### config.mk
export PLATFORM = sky130hd
export DESIGN_NAME = fproc_arbiter_flat
export DESIGN_NICKNAME = d
export VERILOG_FILES = /design/src/rtl/fproc_arbiter_if.sv /design/src/rtl/fproc_arbiter.sv /design/src/flat_wrapper.sv
export SDC_FILE = /design/constraint.sdc
export NUM_CORES = 1
export LEC_CHECK = 0
export CORE_UTILIZATION = 45
export CTS_CLUSTER_SIZE = 40
export DETAILED_ROUTE_END_ITERATION = 8
export MAX_ROUTING_LAYER = met4
export PLACE_DENSITY = 0.85
export SLEW_MARGIN = 10
export SYNTH_ARGS = -nofsm -noshare
export SYNTH_HDL_FRONTEND = slang
export SYNTH_SLANG_ARGS = --single-unit
### constraint.sdc
create_clock -name clk -period 10.5 [get_ports clk]
set_clock_uncertainty 0.15 [all_clocks]
set_input_delay 3.15 -clock clk [delete_from_list [all_inputs] [get_ports clk]]
set_output_delay 3.15 -clock clk [all_outputs]
set_load 0.02 [all_outputs]
### src/rtl/fproc_arbiter_if.sv
// Bundle of the core-side fproc ports and the backend lookup port.
interface fproc_arbiter_if #(
   parameter int unsigned N_CORES        = 5,
   parameter int unsigned DATA_WIDTH     = 32,
   parameter int unsigned FPROC_ID_WIDTH = 8
);
   logic [N_CORES-1:0]                core_enable;
   logic [N_CORES*FPROC_ID_WIDTH-1:0] core_id;
   logic [N_CORES*DATA_WIDTH-1:0]     core_data;
   logic [N_CORES-1:0]                core_ready;
   logic                              be_req;
   logic [FPROC_ID_WIDTH-1:0]         be_id;
   logic                              be_valid;
   logic [DATA_WIDTH-1:0]             be_data;
   logic [N_CORES-1:0]                err_overrun;
   logic                              err_timeout;

   // Arbiter side
   modport slave (
      input  core_enable, core_id, be_valid, be_data,
      output core_data, core_ready, be_req, be_id, err_overrun, err_timeout
   );

   // Environment side: cores plus backend
   modport master (
      output core_enable, core_id, be_valid, be_data,
      input  core_data, core_ready, be_req, be_id, err_overrun, err_timeout
   );
endinterface

### src/rtl/fproc_arbiter.sv
// Round-robin arbiter sharing one fproc lookup backend among N_CORES cores.
// One queued request per core, one backend transaction in flight, bounded by
// an optional timeout that completes the transaction with zero data.
module fproc_arbiter #(
   parameter int unsigned N_CORES        = 5,
   parameter int unsigned DATA_WIDTH     = 32,
   parameter int unsigned FPROC_ID_WIDTH = 8,
   parameter int unsigned TIMEOUT_CYCLES = 1024
) (
   input  logic             clk,
   input  logic             reset,
   fproc_arbiter_if.slave   bus
);

   localparam int unsigned IDX_W = (N_CORES > 1) ? $clog2(N_CORES) : 1;
   localparam int unsigned CNT_W = (TIMEOUT_CYCLES > 1) ? $clog2(TIMEOUT_CYCLES) : 1;
   localparam bit               TO_EN    = (TIMEOUT_CYCLES != 0);
   localparam logic [CNT_W-1:0] TO_LAST  = CNT_W'(TIMEOUT_CYCLES - 1);
   localparam logic [IDX_W-1:0] LAST_IDX = IDX_W'(N_CORES - 1);

   typedef enum logic [1:0] {
      S_IDLE  = 2'd0,
      S_ISSUE = 2'd1,
      S_WAIT  = 2'd2
   } state_t;

   state_t                      r_state;
   state_t                      w_state_next;
   logic [N_CORES-1:0]          r_pending;
   logic [FPROC_ID_WIDTH-1:0]   r_id [N_CORES];
   logic [IDX_W-1:0]            r_rr_ptr;
   logic [IDX_W-1:0]            r_grant;
   logic [CNT_W-1:0]            r_cnt;

   logic [N_CORES*DATA_WIDTH-1:0] r_core_data;
   logic [N_CORES-1:0]            r_core_ready;
   logic                          r_be_req;
   logic [FPROC_ID_WIDTH-1:0]     r_be_id;
   logic [N_CORES-1:0]            r_err_overrun;
   logic                          r_err_timeout;

   logic [IDX_W-1:0]            w_sel;
   logic                        w_hit;
   int unsigned                 w_scan_idx;
   logic                        w_complete;
   logic                        w_timeout;

   // State register
   always_ff @(posedge clk) begin
      if (reset) begin
         r_state <= S_IDLE;
      end else begin
         r_state <= w_state_next;
      end
   end

   // Next-state and completion decode
   always_comb begin
      w_state_next = r_state;
      w_complete   = 1'b0;
      w_timeout    = 1'b0;
      case (r_state)
         S_IDLE: begin
            if (|r_pending) begin
               w_state_next = S_ISSUE;
            end
         end
         S_ISSUE: begin
            w_state_next = S_WAIT;
         end
         S_WAIT: begin
            // A real response wins over a timeout landing in the same cycle
            if (bus.be_valid) begin
               w_complete   = 1'b1;
               w_state_next = S_IDLE;
            end else if (TO_EN && (r_cnt == TO_LAST)) begin
               w_complete   = 1'b1;
               w_timeout    = 1'b1;
               w_state_next = S_IDLE;
            end
         end
         default: begin
            w_state_next = S_IDLE;
         end
      endcase
   end

   // First pending core at or after rr_ptr, wrapping around
   always_comb begin
      w_sel      = r_rr_ptr;
      w_hit      = 1'b0;
      w_scan_idx = 0;
      for (int unsigned k = 0; k < N_CORES; k++) begin
         w_scan_idx = (32'(r_rr_ptr) + k) % N_CORES;
         if (!w_hit && r_pending[IDX_W'(w_scan_idx)]) begin
            w_sel = IDX_W'(w_scan_idx);
            w_hit = 1'b1;
         end
      end
   end

   // Request queue: one slot per core, overruns flagged sticky
   always_ff @(posedge clk) begin
      if (reset) begin
         r_pending     <= '0;
         r_err_overrun <= '0;
         for (int i = 0; i < N_CORES; i++) begin
            r_id[i] <= '0;
         end
      end else begin
         for (int i = 0; i < N_CORES; i++) begin
            if (w_complete && (r_grant == IDX_W'(i))) begin
               r_pending[i] <= 1'b0;
            end else if (bus.core_enable[i] && !r_pending[i]) begin
               r_pending[i] <= 1'b1;
               r_id[i]      <= bus.core_id[i*FPROC_ID_WIDTH +: FPROC_ID_WIDTH];
            end
            // Still pending when the enable is sampled, even on the completion cycle
            if (bus.core_enable[i] && r_pending[i]) begin
               r_err_overrun[i] <= 1'b1;
            end
         end
      end
   end

   // Grant, backend issue strobe, round-robin pointer and wait counter
   always_ff @(posedge clk) begin
      if (reset) begin
         r_grant  <= '0;
         r_rr_ptr <= '0;
         r_be_req <= 1'b0;
         r_be_id  <= '0;
         r_cnt    <= '0;
      end else begin
         r_be_req <= 1'b0;
         r_be_id  <= '0;
         if ((r_state == S_IDLE) && (|r_pending)) begin
            r_grant  <= w_sel;
            r_be_req <= 1'b1;
            r_be_id  <= r_id[w_sel];
         end
         if (r_state == S_ISSUE) begin
            r_cnt <= '0;
         end else if (r_state == S_WAIT) begin
            r_cnt <= r_cnt + CNT_W'(1);
         end
         if (w_complete) begin
            r_rr_ptr <= (r_grant == LAST_IDX) ? '0 : r_grant + IDX_W'(1);
         end
      end
   end

   // Completion outputs: result, ready strobe, timeout pulse
   always_ff @(posedge clk) begin
      if (reset) begin
         r_core_data   <= '0;
         r_core_ready  <= '0;
         r_err_timeout <= 1'b0;
      end else begin
         r_core_ready  <= '0;
         r_err_timeout <= 1'b0;
         if (w_complete) begin
            r_err_timeout <= w_timeout;
            for (int i = 0; i < N_CORES; i++) begin
               if (r_grant == IDX_W'(i)) begin
                  r_core_ready[i] <= 1'b1;
                  r_core_data[i*DATA_WIDTH +: DATA_WIDTH] <= w_timeout ? '0 : bus.be_data;
               end
            end
         end
      end
   end

   assign bus.core_data   = r_core_data;
   assign bus.core_ready  = r_core_ready;
   assign bus.be_req      = r_be_req;
   assign bus.be_id       = r_be_id;
   assign bus.err_overrun = r_err_overrun;
   assign bus.err_timeout = r_err_timeout;

endmodule
### src/flat_wrapper.sv
// flat-port wrapper written by rule: the top's interface ports become plain ports
module fproc_arbiter_flat 
#(
   parameter int unsigned N_CORES        = 5,
   parameter int unsigned DATA_WIDTH     = 32,
   parameter int unsigned FPROC_ID_WIDTH = 8,
   parameter int unsigned TIMEOUT_CYCLES = 1024
)
  (clk, reset, bus_core_enable, bus_core_id, bus_be_valid, bus_be_data, bus_core_data, bus_core_ready, bus_be_req, bus_be_id, bus_err_overrun, bus_err_timeout);
  fproc_arbiter_if #(.N_CORES(N_CORES), .DATA_WIDTH(DATA_WIDTH), .FPROC_ID_WIDTH(FPROC_ID_WIDTH)) bus_i ();
  input  logic clk;
  input  logic reset;
  input wire logic [$bits(bus_i.core_enable)-1:0] bus_core_enable;
  input wire logic [$bits(bus_i.core_id)-1:0] bus_core_id;
  input wire logic [$bits(bus_i.be_valid)-1:0] bus_be_valid;
  input wire logic [$bits(bus_i.be_data)-1:0] bus_be_data;
  output wire logic [$bits(bus_i.core_data)-1:0] bus_core_data;
  output wire logic [$bits(bus_i.core_ready)-1:0] bus_core_ready;
  output wire logic [$bits(bus_i.be_req)-1:0] bus_be_req;
  output wire logic [$bits(bus_i.be_id)-1:0] bus_be_id;
  output wire logic [$bits(bus_i.err_overrun)-1:0] bus_err_overrun;
  output wire logic [$bits(bus_i.err_timeout)-1:0] bus_err_timeout;
  assign bus_i.core_enable = bus_core_enable;
  assign bus_i.core_id = bus_core_id;
  assign bus_i.be_valid = bus_be_valid;
  assign bus_i.be_data = bus_be_data;
  assign bus_core_data = bus_i.core_data;
  assign bus_core_ready = bus_i.core_ready;
  assign bus_be_req = bus_i.be_req;
  assign bus_be_id = bus_i.be_id;
  assign bus_err_overrun = bus_i.err_overrun;
  assign bus_err_timeout = bus_i.err_timeout;
  fproc_arbiter #(.N_CORES(N_CORES), .DATA_WIDTH(DATA_WIDTH), .FPROC_ID_WIDTH(FPROC_ID_WIDTH), .TIMEOUT_CYCLES(TIMEOUT_CYCLES)) u_core (.clk(clk), .reset(reset), .bus(bus_i));
endmodule
==> results.cfg <==
[timing]
fmaxAchievable_mhz = 159
drv_slew = 0
tns_ps = 0
slew_headroom_pct = 20.8
period_share_pct = 59.9
setup_violations = 0
min_period_ps = 6290
rsz0062_at_grt = no
hold_ws_ps = 313
hold_viol_final = 0
max_slew.worst_pin.slew_ps = 1190

[power_and_ir_drop]
switching_share_pct = 26.0
power_frac_seq_pct = 44.7
switchingPower_uw = 588
combPwrFrac_pct = 15.4
total_power_uw = 2260
p_per_area_nw_per_um2 = 164
clkPwrFrac_pct = 39.9
irDropWorstVdd_v = 0.000151
intPower_uw = 1680
p_leak_uw = 0.00506

[synth]
yosysSeqAreaShare_pct = 51.7
synth_edf_count = 40
synthFlopType = dfxtp_1
yosys_warnings = 0
synth_top_cell_by_area = dfxtp_1
postSynthNetCount = 1005
synthArstFlopShare_pct = 0
ys_ff_latch = 243
synthDistinctLibCells = 75
yosysTopAreaCellShare_pct = 39.9
syn_inst = 901
ys_top_cells_by_count = dfxtp_1 (203), a32o_1 (160), clkbuf_1 (68)
yosysMostFrequentCell = dfxtp_1
synth_area_leaders = dfxtp_1 (40%), a32o_1 (16%), edfxtp_1 (12%)
avgSynthCellArea_um2 = 11.3
netlist_area_um2 = 10200

[cells_and_area]
n_antenna_cell = 0
drive_gt1_share_pct = 8.26
syn_to_final_growth_pct = 35.7
multi_input_area_um2 = 4600
fin_util_pct = 62.8
num-nets-final = 1223
final-seq-area_um2 = 5270
nFillCells = 1692

[route]
wl_mm = 30.7
vias = 8503
ant_nets = 0
drt-initial-drc-count = 607
drc = 0
viasPerCell = 6.00
first_pass_iters = 7
wl_per_cell_um = 21.6

[floorplanning]
dieArea_um2 = 23300
die_w_um = 153
boundaryPins = 260
fp.dieH_um = 153
core_area_um2 = 22000
rows = 54
initial_core_util_pct = 46.3

[setup_path]
arrival_ps = 6550
cp_max_fo = 17
critPathLaunch = u_core.r_rr_ptr[1]
setup.worst_path.end_class = flip-flop
start_kind = flip-flop
worstSetupPathType = reg -> reg
required_ps = 10760
reg2reg_from = u_core.r_rr_ptr[1]

[status]
status = finished clean

[global_route]
grt_util_met1_pct = 30.3
grt_max_degree = 92
grt_pass1_vias = 8439
grt_pass1_wl_mm = 46.9
overflow = 0
track_usage_pct = 26.3
antenna_found_initial = 0
grt_util_met2_pct = 44.3
use_met3_pct = 6.60
grt.busiest_layer = met2

[clocking]
clockBufferDepth = 3
worstSkewPairLatency_ps = 510
cts_inserted_buffers = 26
hold_buffers = 0
htreeDepth = 1
cts.root.buffer_cell = clkbuf_16
cts.sinks = 243
cts_setup_buffers = 0
cts_tree = built
path_clk_slew_ps = 60
cts_resized = 0

[hold_path]
hp-start = u_core.bus.core_data[146]
hp-class = reg -> reg

[place]
dpl.hpwl_mm = 21.0
gp_congestion = 0.915
port_buffers = 259

[flow_run]
max-cap-violations = 0
## through the flow
step	setup slack [ps]	area, um^2	std cells
after CTS	4210	13800	1417
after global routing	3830	13800	1418
after global placement	3850	13000	1370
final	4210	13800	1418
after detailed placement	3760	13000	1370
after floorplan	4630	10200	901
## power by group through the flow
stage                     Combinational, uW  Sequential, uW  Clock (uW)
after floorplan                         210            1040           0
after global placement                  337            1030           0
after detailed placement                346            1030           0
after CTS                               348            1010         915
after global routing                    374            1020         953
final                                   350            1010         903
## routing by layer
layer | wire (um) | part of all wire, % | up-vias
li1 | - | - | 3942
met1 | 11800 | 39 | 4131
met2 | 15100 | 49 | 369
met3 | 2810 | 9.2 | 61
met4 | 979 | 3.2 | 0
met5 | 0 | 0 | -
## placed cells by master (no fill, tap or decap), types with 10 or more instances in the layout
| master | instances |
|---|---|
| nand2_1 | 22 |
| clkbuf_16 | 27 |
| nor2_1 | 43 |
| and3_1 | 11 |
| nor2b_1 | 10 |
| and2_1 | 46 |
| mux2i_1 | 37 |
| edfxtp_1 | 40 |
| a21oi_1 | 22 |
| ha_1 | 24 |
| nand2b_1 | 10 |
| clkdlybuf4s50_1 | 259 |
| buf_4 | 12 |
| a32o_1 | 160 |
| nand3_1 | 11 |
| dfxtp_1 | 203 |
| o21ai_0 | 10 |
| inv_1 | 11 |
## worst paths after layout
path / to / cells after the start / slack [ps]
setup / recovery: u_core.bus.be_id[3] / 21 / 4210
hold / removal: u_core.bus.core_data[146] / 1 / 310
setup reg to reg: u_core.bus.be_id[3] / 21 / 4210
hold reg to reg: u_core.bus.core_data[146] / 1 / 310
## area by class of cell
cell class              count  share of cell area (%)
flip-flops and latches    243                    38.1
clock inverters            12                   0.742
clock buffers              35                    5.47
repair buffers            272                    19.5
inverters                  15                   0.407
multi-input cells         561                    33.3
well taps                 280                    2.53
## critical path, stage by stage, from the launching register on
cell and delay [ps]:
dfxtp_1 480, inv_2 260, ha_1 330, inv_1 80, ha_1 460, inv_1 100
ha_1 200, or3_1 420, a21o_1 250, nand2_1 130, ha_1 200, nand2b_1 170
o211ai_2 100, a21oi_1 270, mux2_2 400, a211oi_4 280, a22oi_2 180, mux2i_1 170
o22ai_2 870, mux2i_1 320, mux2i_1 130, a22o_1 200
## cell families (layout without fill, tap and decap cells)
logic type | after synthesis | in the layout | synth area share, %
buffers and inverters | 97 | 334 | 3.94
adders and majority gates | 24 | 24 | 2.95
DFF | 243 | 243 | 51.7
and+or+nand+nor | 194 | 194 | 10.5
AOI/OAI and AO/OA | 277 | 277 | 24.4
muxes | 47 | 47 | 4.89
xor gates and xnor gates | 19 | 19 | 1.71
## registers in the layout, indices dropped and copies added, names as in the netlist, 2 cells and up
| register | count |
|---|---|
| u_core.bus.core_data | 160 |
| u_core.r_state | 2 |
| u_core.r_id | 40 |
| u_core.bus.be_id | 8 |
| u_core.bus.err_overrun | 5 |
| u_core.r_grant | 3 |
| u_core.r_pending | 5 |
| u_core.r_cnt | 10 |
| u_core.bus.core_ready | 5 |
| u_core.r_rr_ptr | 3 |
No activity file was read; power rests on OpenSTA's default activity.
